`config.mk`:
```
export PLATFORM = sky130hd
export DESIGN_NAME = clk_req_arbiter
export DESIGN_NICKNAME = d
export VERILOG_FILES = /design/src/rtl/clk_req_arbiter.sv
export SDC_FILE = /design/constraint.sdc
export NUM_CORES = 1
export LEC_CHECK = 0
export BUFFER_PORTS_ARGS = -buffer_cell sky130_fd_sc_hd__clkbuf_2
export CORE_ASPECT_RATIO = 0.75
export CORE_UTILIZATION = 28
export DETAILED_ROUTE_END_ITERATION = 10
export PLACE_DENSITY_LB_ADDON = 0.15
export SYNTH_ARGS = -nofsm -noshare
export SYNTH_HDL_FRONTEND = slang
export SYNTH_SLANG_ARGS = --single-unit
```
`constraint.sdc`:
```
create_clock -name i_clk -period 2.39 [get_ports i_clk]
set_input_delay 0.239 -clock i_clk [delete_from_list [all_inputs] [get_ports i_clk]]
set_output_delay 0.239 -clock i_clk [all_outputs]
set_load 0.05 [all_outputs]
```
`src/rtl/clk_req_arbiter.sv`:
```
// Round-robin arbiter: one-hot registered grant, one-cycle idle gap between owners.
// Optional hold timeout enabled by defining CLK_REQ_ARBITER_TIMEOUT_EN.
module clk_req_arbiter #(
  parameter int N_REQ    = 4,
  parameter int ID_W     = $clog2(N_REQ),
  parameter int MAX_HOLD = 15
) (
  input  logic             i_clk,
  input  logic             i_rst_n,
  input  logic [N_REQ-1:0] i_req,
  input  logic [N_REQ-1:0] i_done,
  output logic [N_REQ-1:0] o_gnt,
  output logic [ID_W-1:0]  o_gnt_id,
  output logic             o_busy,
  output logic             o_timeout
);

  typedef enum logic [1:0] {
    S_IDLE,
    S_GRANT,
    S_GAP
  } state_t;

  localparam logic [N_REQ-1:0] ONE = {{(N_REQ-1){1'b0}}, 1'b1};

  state_t           r_state;
  logic [N_REQ-1:0] r_gnt;
  logic [ID_W-1:0]  r_id;
  logic [ID_W-1:0]  r_ptr;
  logic             r_busy;

  logic [ID_W-1:0]  w_sel;
  logic [N_REQ-1:0] w_onehot;
  logic             w_rel;

  // Descending scan so the nearest requester after r_ptr wins.
  always_comb begin
    w_sel = '0;
    for (int i = N_REQ; i >= 1; i--) begin
      if (i_req[ID_W'((int'(r_ptr) + i) % N_REQ)])
        w_sel = ID_W'((int'(r_ptr) + i) % N_REQ);
    end
  end

  assign w_onehot = ONE << w_sel;
  assign w_rel    = (|(r_gnt & i_done)) | ~(|(r_gnt & i_req));

`ifdef CLK_REQ_ARBITER_TIMEOUT_EN
  logic [7:0] r_cnt;
  logic       r_timeout;

  always_ff @(posedge i_clk) begin
    if (!i_rst_n) begin
      r_cnt     <= 8'd0;
      r_timeout <= 1'b0;
    end else begin
      r_timeout <= 1'b0;
      case (r_state)
        S_IDLE:  r_cnt <= 8'd1;
        S_GRANT: begin
          if (!w_rel && r_cnt == 8'(MAX_HOLD))
            r_timeout <= 1'b1;
          else
            r_cnt <= r_cnt + 8'd1;
        end
        default: r_cnt <= 8'd0;
      endcase
    end
  end

  logic w_force;
  assign w_force   = (r_cnt == 8'(MAX_HOLD));
  assign o_timeout = r_timeout;
`else
  logic w_force;
  logic w_unused_hold;
  assign w_force       = 1'b0;
  assign w_unused_hold = (MAX_HOLD != 0);
  assign o_timeout     = 1'b0;
`endif

  always_ff @(posedge i_clk) begin
    if (!i_rst_n) begin
      r_state <= S_IDLE;
      r_gnt   <= '0;
      r_id    <= '0;
      r_ptr   <= ID_W'(N_REQ - 1);
      r_busy  <= 1'b0;
    end else begin
      case (r_state)
        S_IDLE: begin
          if (|i_req) begin
            r_gnt   <= w_onehot;
            r_id    <= w_sel;
            r_busy  <= 1'b1;
            r_state <= S_GRANT;
          end
        end
        S_GRANT: begin
          if (w_rel || w_force) begin
            r_gnt   <= '0;
            r_busy  <= 1'b0;
            r_state <= S_GAP;
          end
        end
        S_GAP: begin
          r_ptr   <= r_id;
          r_state <= S_IDLE;
        end
        default: begin
          r_gnt   <= '0;
          r_busy  <= 1'b0;
          r_state <= S_IDLE;
        end
      endcase
    end
  end

  assign o_gnt    = r_gnt;
  assign o_gnt_id = r_id;
  assign o_busy   = r_busy;

endmodule

```
# After elaboration in Yosys (flattened, before gate mapping)
# Index checks and enable logic that the tools add are counted.
# totals
regBits,11
latch_bits,0
mem_bits_rw,0
rom_bits,0
inputBits,10
word_cells,55
mem_count,0
# op_classes
addsub,4
mul,0
n_div,0
n_lt_le_gt_ge,4
eq_ne,4
n_shift,1
muxes,25
bitwise,5
reduce_logical,7
# ops
cell,n
$lt A2 B4 Y1 const B,4
$mux W2,6
$pmux W4 S3,1
$reduce_or A4 Y1,3
$mux W1,10
$and A4 B4 Y4,2
$bmux W1 S2,4
$mux W4,2
$add A2 B1 Y2 const B,2
$add A2 B2 Y2 const B,2
$ne A2 B2 Y1 const B,2
$pmux W2 S2,1
$reduce_and A2 Y1,2
$shl A1 B2 Y4 const A,1
$pmux W1 S3,1
$reduce_and A3 Y1,1
$eq A2 B1 Y1 const B,1
$eq A2 B2 Y1 const B,1
$logic_not A2 Y1,1
$not A1 Y1,2
$or A1 B1 Y1,1

# Depth between registers and ports, before layout
# logic_depth
word_depth,11
depth_mapped,4
mapped_depth_nobuf,4

# Worst setup path before layout
# OpenSTA, ideal clock, no wires.
# synth_path
path_type,reg-to-reg
startpoint,"register r_gnt[3], in the netlist o_gnt[3]"
endpoint,register r_state[1]
t_arrival_ps,1433
slack_ps,842
stages_incl_launch_ff,5
synth_period_minus_slack_ps,1548
path_cell_list,dfxtp_1 > a22o_1 > a221oi_1 > or2_2 > and3_1
# synth_via
elab_chain_len,6
# synth_lines
element,line,source
from (decl),27,logic [N_REQ-1:0] r_gnt;
from (signal assigned),93,r_gnt <= w_onehot;
$and A4 B4 Y4,46,assign w_rel = (|(r_gnt & i_done)) | ~(|(r_gnt & i_req));
$reduce_or A4 Y1,46,
$not A1 Y1,46,
$or A1 B1 Y1 (*),46,
$ne A2 B2 Y1 (no source line) (*),n/a,
$reduce_and A2 Y1 (no source line) (*),n/a,
to (signal assigned),84,r_state <= S_IDLE;
to (signal assigned),96,r_state <= S_GRANT;
to (signal assigned),103,r_state <= S_GAP;
to (decl),26,state_t r_state;
# Mark *: on every way between the ends. The rest lies on a longest branch, timed or not.
# A chain may end at the register's enable or synchronous reset.

# Worst setup path after layout
# layout_path
startpoint,"register r_gnt[3], in the netlist o_gnt[3]"
endpoint,"register r_gnt[1], in the netlist o_gnt[1]"
# layout_via
elab_chain_len,6
# layout_lines
element,line
$and A4 B4 Y4,46
$reduce_or A4 Y1,46
$not A1 Y1,46
$or A1 B1 Y1 (*),46
$ne A2 B2 Y1 (no source line) (*),n/a
$reduce_and A3 Y1 (no source line) (*),n/a
# Marked as above.

==> flow_metrics.py <==
metrics = {
    "clock_network": {
        "cts_sinks": 11,
        "cts.path.max_buffers": 2,
        "clock-root-buffer": "clkbuf_4",
        "clk-insertion-delay-late_ps": 270,
        "cts_max_level": 1,
        "cts_made_buffers": 3,
        "cts-resized-gates": 0,
        "cts_hold_buf": 0,
        "clkTransAtPathRegs_ps": 70,
        "cts_tree": "yes",
        "post-cts-setup-buffer-count": 0,
    },
    "placed_design": {
        "postPlaceCellArea_um2": 674,
        "dp_slack_ps": 885,
        "portBuffers": 16,
        "gp_congestion": 0.743,
        "hpwl_um": 975,
    },
    "sta": {
        "setup_tns_ps": 0,
        "setup_violations": 0,
        "fin_hold_ws_ps": 208,
        "slew_viol_final": 0,
        "min_period_ps": 1400,
        "tightest_slew_ps": 521,
        "fin_crit_sh_pct": 58.7,
        "setup_ws_ps": 988,
        "max_slew_margin_pct": 65.1,
        "grt_setup_unrepaired": "no",
        "hold_viol": 0,
        "finClkSkew_ps": 6.94,
        "max_freq_mhz": 713,
    },
    "worst_setup_path": {
        "crit_end": "o_gnt[1]$_SDFFE_PN0P_",
        "reg2reg_depth": 4,
        "critPathTopFamily": "compound AO/OA/AOI/OAI gates",
        "cpPeakStageDelay_ps": 350,
        "required_ps": 2560,
        "startpoint_type": "flop",
        "crit_path_cell_trace": "a22o_1, a221oi_1, o31ai_2, a22o_1",
        "crit_path_end_kind": "flop",
        "path_buf_inv": 0,
        "critPathMaxFanout": 4,
        "crit_top_cell": "a22o_1",
        "critPathLaunch": "o_gnt[3]$_SDFFE_PN0P_",
        "path_class": "flop to flop",
        "r2r-end": "o_gnt[1]$_SDFFE_PN0P_",
        "r2r_slack_ps": 990,
        "r2r_start": "o_gnt[3]$_SDFFE_PN0P_",
        "worst-path-stages": 4,
        "cp_slowest_cell": "a221oi_1",
        "crit_arrival_ps": 1570,
    },
    "route": {
        "vias_per_cell": 4.96,
        "routed_wl_mm": 1.22,
        "ant_nets": 0,
        "dr.pass1.iters": 4,
        "wire_per_inst_um": 12.0,
        "drc_errors": 0,
        "vias": 506,
        "first_iter_violations": 10,
    },
    "floorplanning": {
        "dieWidth_um": 54.3,
        "ios": 18,
        "initial_core_util_pct": 31.5,
        "core-area_um2": 1820,
        "dieArea_um2": 2240,
        "chipHeight_um": 41.2,
        "rows": 13,
    },
    "layout": {
        "nets": 91,
        "final_util_pct": 38.5,
        "num-fill-cells": 188,
        "area_growth_pct": 22.0,
        "drive_above_1_share_pct": 32.5,
        "final_area_um2": 701,
        "diodes": 0,
        "final_cell_mix": "clkbuf_2 (16), dfxtp_1 (11), a22o_1 (5), o21ai_0 (5), a21oi_1 (5)",
        "final_common_cell": "clkbuf_2",
    },
    "global_routing": {
        "grt.overflow.total": 0,
        "grt_pass1_wl_mm": 1.91,
        "track_usage_pct": 12.9,
        "grt_pass1_vias": 432,
        "antenna_found_initial": 0,
        "grt_max_degree": 9,
    },
    "outcome": {
        "status": "finished, final reports clean",
    },
    "synthesis": {
        "avgSynthCellArea_um2": 9.41,
        "yosys_warnings": 0,
        "mappedNetlistNets": 71,
        "yosysSeqAreaShare_pct": 38.3,
        "syn-cell-area_um2": 574,
        "ys_types": 28,
        "ys_ff_latch": 11,
        "syn_inst": 61,
    },
    "power": {
        "ir_worst_vdd_mv": 0.393,
        "pwr_density_cell_nw_per_um2": 697,
        "power_leakage_nw": 0.292,
    },
    "worst_hold_path": {
        "hold_path_class": "input port to flop",
    },
    "flow_run": {
        "maxCapViolCount": 0,
    },
}
==> layout make-up <==
cell class	instances	area (µm²)	area share, %
Clock buffer	4	26.3	3.75
Multi-Input combinational cell	46	335	47.9
Sequential cell	11	220	31.4
Timing Repair Buffer	16	80.1	11.4
Inverter	3	11.3	1.61
Tap cell	22	27.5	3.93
==> cells in the mapped netlist <==
library cell / count / area [µm²]
a211oi_1: 1 / 7.51
nand2_1: 4 / 15.0
nor2_2: 1 / 6.26
and4_1: 1 / 8.76
nor3_1: 1 / 5.00
o31ai_2: 1 / 12.5
mux2i_1: 2 / 20.0
buf_4: 1 / 7.51
nand3_1: 1 / 5.00
nor2b_1: 3 / 18.8
o211ai_1: 1 / 7.51
a211o_1: 1 / 8.76
nand2b_1: 3 / 18.8
or2_2: 2 / 12.5
o21ai_0: 5 / 25.0
inv_1: 3 / 11.3
conb_1: 1 / 3.75
a221oi_1: 1 / 8.76
a22oi_1: 1 / 7.51
o22a_2: 1 / 10.0
a22o_1: 5 / 43.8
nor4_4: 1 / 21.3
dfxtp_1: 11 / 220
nand4_1: 1 / 6.26
a21oi_1: 5 / 25.0
a2111oi_4: 1 / 27.5
and3_1: 1 / 6.26
nor2_1: 1 / 3.75
==> worst min-delay path by stage <==
| stage | start | to | depth (start not counted) |
|---|---|---|---|
| after floorplan | i_rst_n | r_ptr[0]$_SDFFE_PN1P_ | 1 |
| after global placement | r_state[0]$_SDFFE_PN0P_ | o_busy$_SDFFE_PN0P_ | 1 |
| after detailed placement | r_ptr[0]$_SDFFE_PN1P_ | r_ptr[0]$_SDFFE_PN1P_ | 2 |
| after CTS | i_rst_n | r_ptr[1]$_SDFFE_PN1P_ | 2 |
| after global routing | i_rst_n | r_ptr[1]$_SDFFE_PN1P_ | 2 |
| final | i_rst_n | r_ptr[0]$_SDFFE_PN1P_ | 2 |
==> metal layers <==
layer / vias to the layer above / GRT usage, % / part of all wire, %
met3: 0 / 6.67 / 5.6
li1: 267 / - / -
met5: - / 0 / 0
met1: 225 / 16.8 / 54
met2: 14 / 18.3 / 40
met4: 0 / 3.85 / 0
==> through the flow <==
stage / std cells / total power [W]
after floorplan: 61 / 0.000327
after global placement: 98 / 0.000367
after detailed placement: 98 / 0.000366
after CTS: 102 / 0.000494
after global routing: 102 / 0.000519
final: 102 / 0.000489
==> flip-flops by register name (all words and copies together) (netlist names) <==
| name | cells |
|---|---|
| r_ptr | 2 |
| o_gnt_id | 2 |
| o_gnt | 4 |
| o_busy | 1 |
| r_state | 2 |
==> power breakdown <==
part,internal [W],switching (W)
registers,0.000201,0.0000154
logic,0.0000479,0.0000971
clock network,0.0000646,0.0000621
==> worst reg2reg max path, delay by kind of cell (launching register included) <==
family	cells	cell delay [ps]
flops	1	340
compound gates	4	970
==> logic make-up after synthesis <==
group	Yosys count	synth area share [%]
compound gates	23	32.0
buf+inv	4	3.27
flops	11	38.3
mux	2	3.49
other cells	1	0.653
simple gates	20	22.2
Power figures use the tool's default switching activity.
